**src/rtl/alu_result_stage.sv**
```systemverilog
// ALU result/flag stage: picks the unit output for the issued opcode, derives Z/N/C/V,
// and queues result+flags in a small power-of-two FIFO toward writeback.
module alu_result_stage #(
  parameter int WIDTH = 32,
  parameter int DEPTH = 2
) (
  input  logic                     clk,
  input  logic                     rst_n,
  input  logic                     in_valid,
  output logic                     in_ready,
  input  logic [1:0]               op,
  input  logic [WIDTH-1:0]         and_f,
  input  logic [WIDTH-1:0]         or_f,
  input  logic [WIDTH-1:0]         xor_f,
  input  logic [WIDTH-1:0]         sum_f,
  input  logic                     cout,
  input  logic                     x_msb,
  input  logic                     y_msb,
  output logic                     out_valid,
  input  logic                     out_ready,
  output logic [WIDTH-1:0]         f,
  output logic                     zf,
  output logic                     nf,
  output logic                     cf,
  output logic                     vf,
  output logic [$clog2(DEPTH):0]   count
);
  localparam int AW = $clog2(DEPTH);
  localparam int CW = AW + 1;

  typedef enum logic [1:0] {OP_AND = 2'b00, OP_OR = 2'b01, OP_XOR = 2'b10, OP_ADD = 2'b11} op_e;

  typedef struct packed {
    logic [WIDTH-1:0] res;
    logic             z;
    logic             n;
    logic             c;
    logic             v;
  } entry_t;

  entry_t          mem_q [DEPTH];
  entry_t          new_e, head;
  logic [AW-1:0]   wr_q, wr_d, rd_q, rd_d;
  logic [CW-1:0]   count_q, count_d;
  logic            push, pop;

  // Ready depends only on registered occupancy, so a pop never frees a slot in the same cycle.
  assign in_ready  = (count_q < CW'(DEPTH));
  assign out_valid = (count_q != '0);
  assign push      = in_valid & in_ready;
  assign pop       = out_valid & out_ready;

  always_comb begin
    new_e = '0;
    case (op_e'(op))
      OP_AND:  new_e.res = and_f;
      OP_OR:   new_e.res = or_f;
      OP_XOR:  new_e.res = xor_f;
      default: new_e.res = sum_f;
    endcase
    new_e.z = (new_e.res == '0);
    new_e.n = new_e.res[WIDTH-1];
    if (op_e'(op) == OP_ADD) begin
      new_e.c = cout;
      new_e.v = (x_msb == y_msb) & (sum_f[WIDTH-1] != x_msb);
    end
  end

  always_comb begin
    count_d = count_q;
    wr_d    = wr_q;
    rd_d    = rd_q;
    if (push) wr_d = wr_q + AW'(1);
    if (pop)  rd_d = rd_q + AW'(1);
    case ({push, pop})
      2'b10:   count_d = count_q + CW'(1);
      2'b01:   count_d = count_q - CW'(1);
      default: count_d = count_q;
    endcase
  end

  always_ff @(posedge clk or negedge rst_n) begin
    if (!rst_n) begin
      count_q <= '0;
      wr_q    <= '0;
      rd_q    <= '0;
      for (int i = 0; i < DEPTH; i++) mem_q[i] <= '0;
    end else begin
      count_q <= count_d;
      wr_q    <= wr_d;
      rd_q    <= rd_d;
      if (push) mem_q[wr_q] <= new_e;
    end
  end

  // Head outputs are gated to zero whenever the queue is empty.
  always_comb begin
    head = out_valid ? mem_q[rd_q] : '0;
    f    = head.res;
    zf   = head.z;
    nf   = head.n;
    cf   = head.c;
    vf   = head.v;
  end

  assign count = count_q;

endmodule
```
**config.mk**
```make
export PLATFORM = sky130hd
export DESIGN_NAME = alu_result_stage
export DESIGN_NICKNAME = d
export VERILOG_FILES = /design/src/rtl/alu_result_stage.sv
export SDC_FILE = /design/constraint.sdc
export NUM_CORES = 1
export LEC_CHECK = 0
export ABC_AREA = 1
export BUFFER_PORTS_ARGS = -buffer_cell sky130_fd_sc_hd__buf_2
export CAP_MARGIN = 5
export CORE_ASPECT_RATIO = 1.25
export CORE_MARGIN = 8
export CORE_UTILIZATION = 45
export CTS_BUF_LIST = sky130_fd_sc_hd__clkbuf_8
export DETAILED_ROUTE_END_ITERATION = 6
export PLACE_DENSITY = 0.82
export SETUP_SLACK_MARGIN = 0.2
export SYNTH_ARGS = -nofsm -noshare
export SYNTH_HDL_FRONTEND = slang
export SYNTH_SLANG_ARGS = --single-unit
```
**constraint.sdc**
```tcl
create_clock -name clk -period 1.95 [get_ports clk]
set_clock_uncertainty 0.1 [all_clocks]
set_input_delay 0.0975 -clock clk [delete_from_list [all_inputs] [get_ports clk]]
set_output_delay 0.0975 -clock clk [all_outputs]
set_load 0.03 [all_outputs]
```
### Word-level counts from Yosys, hierarchy flattened

Index checks and enable logic that the tools add are counted.

| word-level totals | value |
|---|---|
| register bits | 76 |
| input port bits | 137 |
| output and inout port bits | 40 |
| word-level logic and storage cells | 48 |

| operators by class | value |
|---|---|
| $add $sub $neg | 4 |
| magnitude comparators | 4 |
| equality and inequality tests | 7 |
| muxes and demuxes | 10 |
| bitwise operators | 5 |
| reductions and logical operators | 5 |

Operators by type and width:

| operator | number |
|---|---|
| $mux 36 | 5 |
| $pmux 32 s3 | 1 |
| $bwmux 72 | 1 |
| $demux 36 s1 | 1 |
| $logic_not 32->1 | 1 |
| $eq 2x2->1 const B | 3 |
| $eq 2x1->1 const B | 2 |
| $ge 2x2->1 const B | 2 |
| $not 1->2 | 2 |
| $pmux 2 s2 | 1 |
| $reduce_bool 2->1 | 2 |
| $and 1x1->1 | 3 |
| $add 1x1->1 const B | 2 |
| $add 2x1->2 const B | 1 |
| $logic_not 2->1 | 1 |
| $lt 2x1->1 const B | 1 |
| $lt 2x2->1 const B | 1 |
| $mux 2 | 1 |
| $sub 2x1->2 const B | 1 |
| $eq 1x1->1 | 1 |
| $logic_and 1x1->1 | 1 |
| $ne 1x1->1 | 1 |

### Depth between registers and ports, before layout

Gate-level depths: netlist of the first run.

| logic depth | value |
|---|---|
| depth in word-level cells | 6 |
| depth in mapped cells | 12 |
| gate-level depth less buffers | 11 |

### Least setup slack after synthesis of the first run

OpenSTA, ideal clock, no wires.

| path | value |
|---|---|
| path kind | flip-flop to flip-flop |
| from | register count_q[0], in the netlist count[0] |
| to | register count_q[1], in the netlist count[1] |
| setup time | 0.135 ns |
| arrival | 1.683 ns |
| required time | 1.715 ns |
| setup slack | 0.032 ns |
| cell stages (with the launch flop) | 7 |
| buffers on the path | 0 |
| clock period less this slack | 1.918 ns |
| path through | dfrtp_1 nor2_1 nor2_1 ha_1 a21oi_1 o21ai_0 xor2_1 |

| on the way | value |
|---|---|
| longest elaborated chain between the ends | 4 |

RTL lines:

| what | RTL line | source |
|---|---|---|
| from (decl) | 44 | `logic [CW-1:0] count_q, count_d;` |
| from (signal assigned) | 89 | `count_q <= count_d;` |
| $reduce_bool 2->1 * | 49 | `assign out_valid = (count_q != '0);` |
| $and 1x1->1 * | 51 | `assign pop = out_valid & out_ready;` |
| net pop | 45 | `logic push, pop;` |
| $eq 2x1->1 or $eq 2x2->1 (tied branches) | 75 | `case ({push, pop})` |
| $pmux 2 s2 or $reduce_bool 2->1 (tied branches) | -- |  |

The timed path passes the listed nets; every way through them passes the cells marked *.
A chain may end at the register's enable or synchronous reset.

### Worst setup path in the final report of the first run

| path | value |
|---|---|
| from | register rd_q |
| to | output port f[19] |

| on the way | value |
|---|---|
| longest elaborated chain between the ends | 5 |

RTL lines:

| what | RTL line | source |
|---|---|---|
| from (decl) | 43 | `logic [AW-1:0] wr_q, wr_d, rd_q, rd_d;` |
| from (signal assigned) | 91 | `rd_q <= rd_d;` |
| $not 1->2 (not written as such) | 98 | `head = out_valid ? mem_q[rd_q] : '0;` |
| $mux 36 (not written as such) (3 in series) | 98 |  |
| $mux 36 | 98 |  |
| to (decl) | 21 | `output logic [WIDTH-1:0] f,` |

Every way passes these cells. The select of a mux whose other input is x is not followed.

==> metrics.txt, run 1 <==
count of different cell masters after synthesis=20; CP max-delay cell=dfrtp_2; Max Cap Viol=0; f_max=573 MHz; Worst Hold Path EP=rd_q; # setup viols final=0; synthesized flop and latch total=74; Vias=4911; busiest grt layer=met2; First-pass DRT Iterations=5; CP Max Fanout=8; pre-CTS WS=96.2 ps; Worst Path Arrival=between 1500 and 2000 ps; first-pass GRT wire length=roughly 24 mm; global-route usage over all layers=24.0%; placed insts=893; Core Area=9170 um^2; Die Wd=103 um; GR Layer Usage met2=a little under two fifths; count leader, synth=nand2_1; worst setup path category=flop to primary output; top cell type's share of synthesized area=43.7%; cell taking the most area after synthesis=dfrtp_1; clock root cell=clkbuf_8; cell area after synthesis=about 4200 um^2; initial antenna violation count=1; Nets=a little over 900; main flop type after synthesis=dfrtp_1; DRC Markers=0; top cells by count, synth=nand2_1 (246), o21ai_0 (101), dfrtp_1 (74), nand3_1 (50), a21oi_1 (37); slew margin rel.=48.9%; Leak=2.92 nW; syn avg cell area=6.86 um^2; VDD IR max=0.637 mV; Final Power=8.42 mW; Worst-Skew Late Latency=approximately 350 ps; Worst path max stage delay=470 ps; Longest Clk Path Bufs=2; P per Cell Area=1450 nW/um^2; Worst Hold Path Cells=4; startpoint types=flop; area delta synth->final=36.9%; R2R cell count=6; mean routed wirelength per cell=16.5 um; depth of the CTS H-tree=3; CP dominant cell by count=buf_6; Setup WS post-layout=204 ps; Synth Instances=617; final count of hold timing violations=0; Syn Nets=755; TritonCTS buffer count=9; total routed wirelength=15.1 mm; initial drt markers=438; clock transition at the registers of the reported paths=70 ps; clock tree from TritonCTS=built; reg2reg end=count[1]; # rows=39; Initial Util=a little under half; Die Height=124 um; Yosys Warn Count=0; I/O pin count=roughly 180; outcome=finished clean; largest net degree at the start of global routing=75; post-detailed-route count of antenna-violating nets=0; Placer Congestion=0.993; Sink Count=74; TNS Setup=0 ps; Fillers=835; Non-Filler Instances=917; Worst Hold Class=input port to flop; CP endpoint kind=primary output; Hold Startpoint=out_ready; WP data required=1750 ps; met1 usage in global routing=30.5%; Vias/cell=5.36; number of port buffers=176; layout cells sized above 1=a little under a third; Slew Limit Fails=0; gr ovfl total=0; R2R Path Start=count[1]; Final HPWL DP=about 11 mm; die area=roughly 13000 um^2; Tmin final=1750 ps; Seq/Total Area, Yosys=between 40% and 50%; RSZ-0062 raised after global routing=true; slew at the pin closest to its max-slew limit=around 760 ps; Worst R2R Setup Slack=260 ps; Final Cycle Share=89.5%; Synth area leaders=dfrtp_1 (44%), nand2_1 (22%), o21ai_0 (12%); CP cell instances=clkinv_4, buf_6, nand2_1, a21oi_2, buf_6; Post-synth EDFFs=0; number of global-route vias before repair=between 5000 and 6000; grt met3 use=5.48%; asr flop ratio synth=between 90% and 100%
## critical path, delay by kind of cell (launching register included)
kind | cells | cell delay [ps]
DFF | 1 | 470
AOI/OAI and AO/OA | 1 | 230
and+or+nand+nor | 1 | 80
buffers and inverters | 3 | 410
## layout make-up
class	count	area [um^2]	share of cell area, %
Clock buffer	12	165	2.85
Timing Repair Buffer	200	1280	22.0
Antenna cell	1	2.50	0.0432
Tap cell	123	154	2.66
Inverter	14	60.1	1.04
Clock inverter	4	17.5	0.302
Sequential cell	74	1860	32.0
Multi-Input combinational cell	489	2260	39.1
## through the flow
| step | hold slack [ps] | area, um^2 | utilization, % |
|---|---|---|---|
| 2_1_floorplan | -298 | 4240 | - |
| 3_3_place_gp | 47.6 | 5290 | 57.7 |
| 3_5_place_dp | 52.0 | 5290 | 57.7 |
| 4_1_cts | 17.0 | 5670 | 61.9 |
| 5_1_grt | 39.8 | 5790 | 63.1 |
| 6_report | 18.9 | 5800 | 63.2 |
## layout by cell type, fill, tap and decap left out
cell,instances
a21oi_1,20
a21oi_2,15
a21oi_4,2
buf_12,6
buf_16,1
buf_2,149
buf_4,30
buf_6,11
buf_8,1
clkbuf_8,12
clkinv_1,1
clkinv_2,2
clkinv_4,1
dfrtp_1,71
dfrtp_2,3
diode_2,1
dlygate4sd3_1,2
ha_1,1
inv_1,10
inv_2,3
inv_4,1
nand2_1,245
nand2_2,1
nand2_4,1
nand3_1,50
nor2_1,20
nor2_2,3
nor2_4,1
o21ai_0,100
o21ai_1,1
or2_0,12
or2_1,11
or2_2,3
xnor2_1,1
xor2_1,2
## state kept, by name, summed over array words and instances, names as in the netlist
signal,count
mem_q,70
count,2
rd_q,1
wr_q,1
## power by group
| group | switching (mW) | total, mW | internal (mW) | leakage (nW) |
|---|---|---|---|---|
| logic | 2.98 | 4.71 | 1.73 | 1.88 |
| registers | 0.413 | 2.62 | 2.21 | 0.934 |
| clock network | 0.537 | 1.09 | 0.553 | 0.105 |
| total | 3.93 | 8.42 | 4.50 | 2.92 |
## metal layers
layer | vias to the layer above | wire, um
met3 | 44 | 1310
met1 | 2243 | 6150
met4 | 2 | 587
li1 | 2342 | -
met2 | 280 | 7080
met5 | - | 8
## worst max path at each step
| stage | from | to | cells after the start |
|---|---|---|---|
| 5_1_grt | rd_q | vf | 5 |
| 6_report | rd_q | f[19] | 5 |
| 4_1_cts | rd_q | f[31] | 5 |
| 2_1_floorplan | count[0] | count[1] | 6 |
| 3_5_place_dp | op[1] | mem_q[3] | 13 |
| 3_3_place_gp | op[0] | mem_q[3] | 12 |
## what timing repair did
item	4_1_cts	5_1_grt
pin swaps	1	4
cloned	1	0
hold buffers	2	0
endpoints found under the hold margin	76	0
setup buffers	4	0
gates resized for setup	34	54
setup endpoints to repair	36	75
## logic make-up (layout without fill, tap and decap cells)
family                     Yosys count  count (layout)  share of synthesized area (%)
buffers and inverters               54             230                           5.20
DFF                                 74              74                           43.7
and+or+nand+nor                    347             347                           33.8
xor gates and xnor gates             3               3                          0.621
AOI/OAI and AO/OA                  138             138                           16.3
adders and majority gates            1               1                          0.295
other                                0               1                              0
Note: power is estimated with default switching activity, not from simulation.
==> run 2: changes to the inputs <==
ABC_AREA = unset   (was 1)
==> run 2 against run 1 <==
Against the previous run: global-route usage is 2.5 points lower; critical path type unchanged; combinational power up 4%; sequential power rose by 4%; sequential cell count is the same; highest routed layer is now met4.
==> metrics.txt, run 2 <==
outcome=finished clean; post-detailed-route count of antenna-violating nets=0 (unchanged); Yosys Warn Count=0 (unchanged); Largest Register=mem_q; TritonCTS buffer count=9 (unchanged); ant diodes=0 (-1); Placer Congestion=0.877 (-12%); clock tree from TritonCTS=built; cell taking the most area after synthesis=dfrtp_1; first-pass GRT wire length=20.7 mm (-15%); Int Pwr=4.94 mW (+9.9%); Vias=3727 (-24%); synthesized flop and latch total=74 (unchanged); syn avg cell area=11.1 um^2 (+62%); Synth Instances=374 (-39%); gr ovfl total=0 (unchanged); CP endpoint kind=primary output; Min Hold Slack=36.0 ps (+17.1 ps); Worst-Skew Late Latency=360 ps (about the same); mean routed wirelength per cell=19.2 um (+16%); RSZ-0062 raised after global routing=true; First-pass DRT Iterations=5 (unchanged); Slew Limit Fails=0 (unchanged); main flop type after synthesis=dfrtp_1; count leader, synth=nand2_1; VDD IR max=0.736 mV (+15%); P per Cell Area=1530 nW/um^2 (+5.0%); Syn Nets=512 (-32%); max reg flops=70 (unchanged); WP data required=1750 ps (about the same); worst setup path category=flop to primary output; Vias/cell=5.39 (+0.71%); most frequent cells in the layout=buf_2 (148), nand2_1 (104), dfrtp_1 (71); top cell type's share of synthesized area=44.4% (+0.68 points); largest net degree at the start of global routing=46 (-39%); Nets=703 (-24%); CP Max Fanout=14 (+6); depth of the CTS H-tree=3 (unchanged); Finished Core Util=63.5% (+0.29 points); final count of hold timing violations=0 (unchanged); # setup viols final=0 (unchanged); Initial Util=45.9% (-0.22 points); Fillers=734 (-12%); clock root cell=clkbuf_8; top cells by count, synth=nand2_1 (104), dfrtp_1 (74), nor2_1 (38), mux2i_1 (35); Comb power frac=55.5% (-0.4 points); Longest Clk Path Bufs=2 (unchanged); number of port buffers=176 (unchanged); Synth area leaders=dfrtp_1 (44%), mux4_2 (17%), nand2_1 (9.4%); Clk pwr share=13.6% (+0.7 points); total routed wirelength=13.3 mm (-12%); most common cell after layout, fill and taps aside=buf_2; clock transition at the registers of the reported paths=80 ps (about the same); Max Cap Viol=0 (unchanged); Leak=2.91 nW (-0.31%); Die Height=124 um (-0.67%); count of different cell masters after synthesis=26 (+30%); global-route usage over all layers=21.5% (-2.5 points); Final HPWL DP=10.1 mm (-11%); area delta synth->final=38.2%; # rows=39 (unchanged); Sw Ratio=43.8% (-2.9 points); startpoint types=flop; Post-synth EDFFs=0 (unchanged); number of global-route vias before repair=4039 (-20%); Tmin final=1790 ps (+44.3 ps); I/O pin count=177 (unchanged); initial drt markers=222 (-49%); net load switching power=3.85 mW (-2.0%); Core Area=9080 um^2 (-1.1%); Flop pwr share=30.9% (-0.2 points); multi-input logic area=2240 um^2 (-0.94%); Final Instance Area=5760 um^2 (-0.60%); DRC Markers=0 (unchanged); cell area after synthesis=4170 um^2 (-1.5%); Final Power=8.79 mW (+4.4%); placed inst area=5350 um^2 (+1.2%); slew at the pin closest to its max-slew limit=576 ps (-188 ps); die area=12600 um^2 (-1.3%); Final Cycle Share=91.8% (+2.3 points); Seq/Total Area, Yosys=44.4% (+0.68 points); slew margin rel.=61.6% (+13 points); Sink Count=74 (unchanged); initial antenna violation count=0 (-1); Worst Path Arrival=1590 ps (+40 ps); Worst Hold Class=input port to flop; f_max=559 MHz (-2.5%); Register Area=1860 um^2 (+0.13%); Die Wd=102 um (-0.65%); layout cells sized above 1=52.8% (+22 points); asr flop ratio synth=100% (unchanged)
run 2: changes by cell type in the layout (fill, tap and decap cells not counted), sizes merged, moves of 12 or more:
cell	change
mux2	+32
nor2	+14
o21ai	-96
mux2i	+35
nand3	-47
inv	-12
a21oi	-37
mux4	+32
nand2	-143
or2	-25
run 2: cells by family (layout without fill, tap and decap cells):
group / Yosys count / count (layout) / share of synthesized area (%)
AO/OA/AOI/OAI: 7 / 7 / 0.960
flip-flops: 74 / 74 / 44.4
adder cells (fa/ha/maj): 1 / 1 / 0.300
buffers and inverters: 29 / 223 / 3.57
AND/OR/NAND/NOR: 160 / 160 / 15.6
XOR/XNOR: 4 / 4 / 0.840
multiplexers: 99 / 99 / 34.3
run 2: through the flow:
step                setup TNS [ps]  setup WS (ps)  cells
finish                           0            160    691
global route                     0            126    691
detailed placement            -310           -156    670
floorplan                        0           57.8    374
global placement              -253           -131    670
CTS                              0            138    688
run 2: metal layers:
metal	track usage, %	wire length [um]
met1	24.9	5000
met2	35.9	6890
met3	5.65	905
met4	11.3	458
met5	0	0
run 2: repair_timing:
item | 4_1_cts | 5_1_grt
hold endpoints to repair | 47 | 0
buffers inserted | 1 | 3
resized for setup | 13 | 44
endpoints found under the setup margin | 36 | 54
hold buffers | 3 | 0
run 2: worst paths after layout:
| path | start | endpoint | depth (start not counted) | slack (ps) |
|---|---|---|---|---|
| hold reg to reg | mem_q[41] | mem_q[41] | 2 | 380 |
| hold / removal | in_valid | wr_q | 4 | 40 |
| max in group asynchronous | rst_n | mem_q[19] | 3 | 990 |
| min in group asynchronous | rst_n | mem_q[29] | 2 | 180 |
| setup reg to reg | count[1] | mem_q[65] | 5 | 320 |
| setup / recovery | rd_q | f[23] | 4 | 160 |
run 2: area by class of cell:
cell class | count | area share, %
Clock inverter | 3 | 0.695
Tap cell | 123 | 2.67
Clock buffer | 11 | 2.63
Inverter | 2 | 0.130
Timing Repair Buffer | 207 | 22.7
Sequential cell | 74 | 32.3
Multi-Input combinational cell | 271 | 38.9
run 2: power by group through the flow:
stage	registers, mW	logic [mW]	clock network (mW)
after global placement	2.73	4.35	0
final	2.72	4.88	1.20
after detailed placement	2.78	4.42	0
after global routing	2.80	5.22	1.26
after CTS	2.70	4.67	1.20
after floorplan	2.61	3.17	0
run 2: critical path, stage by stage (launching register included):
cell and delay (ps):
dfrtp_4 550, buf_12 180, mux2i_2 160, nor2_1 140, buf_4 190
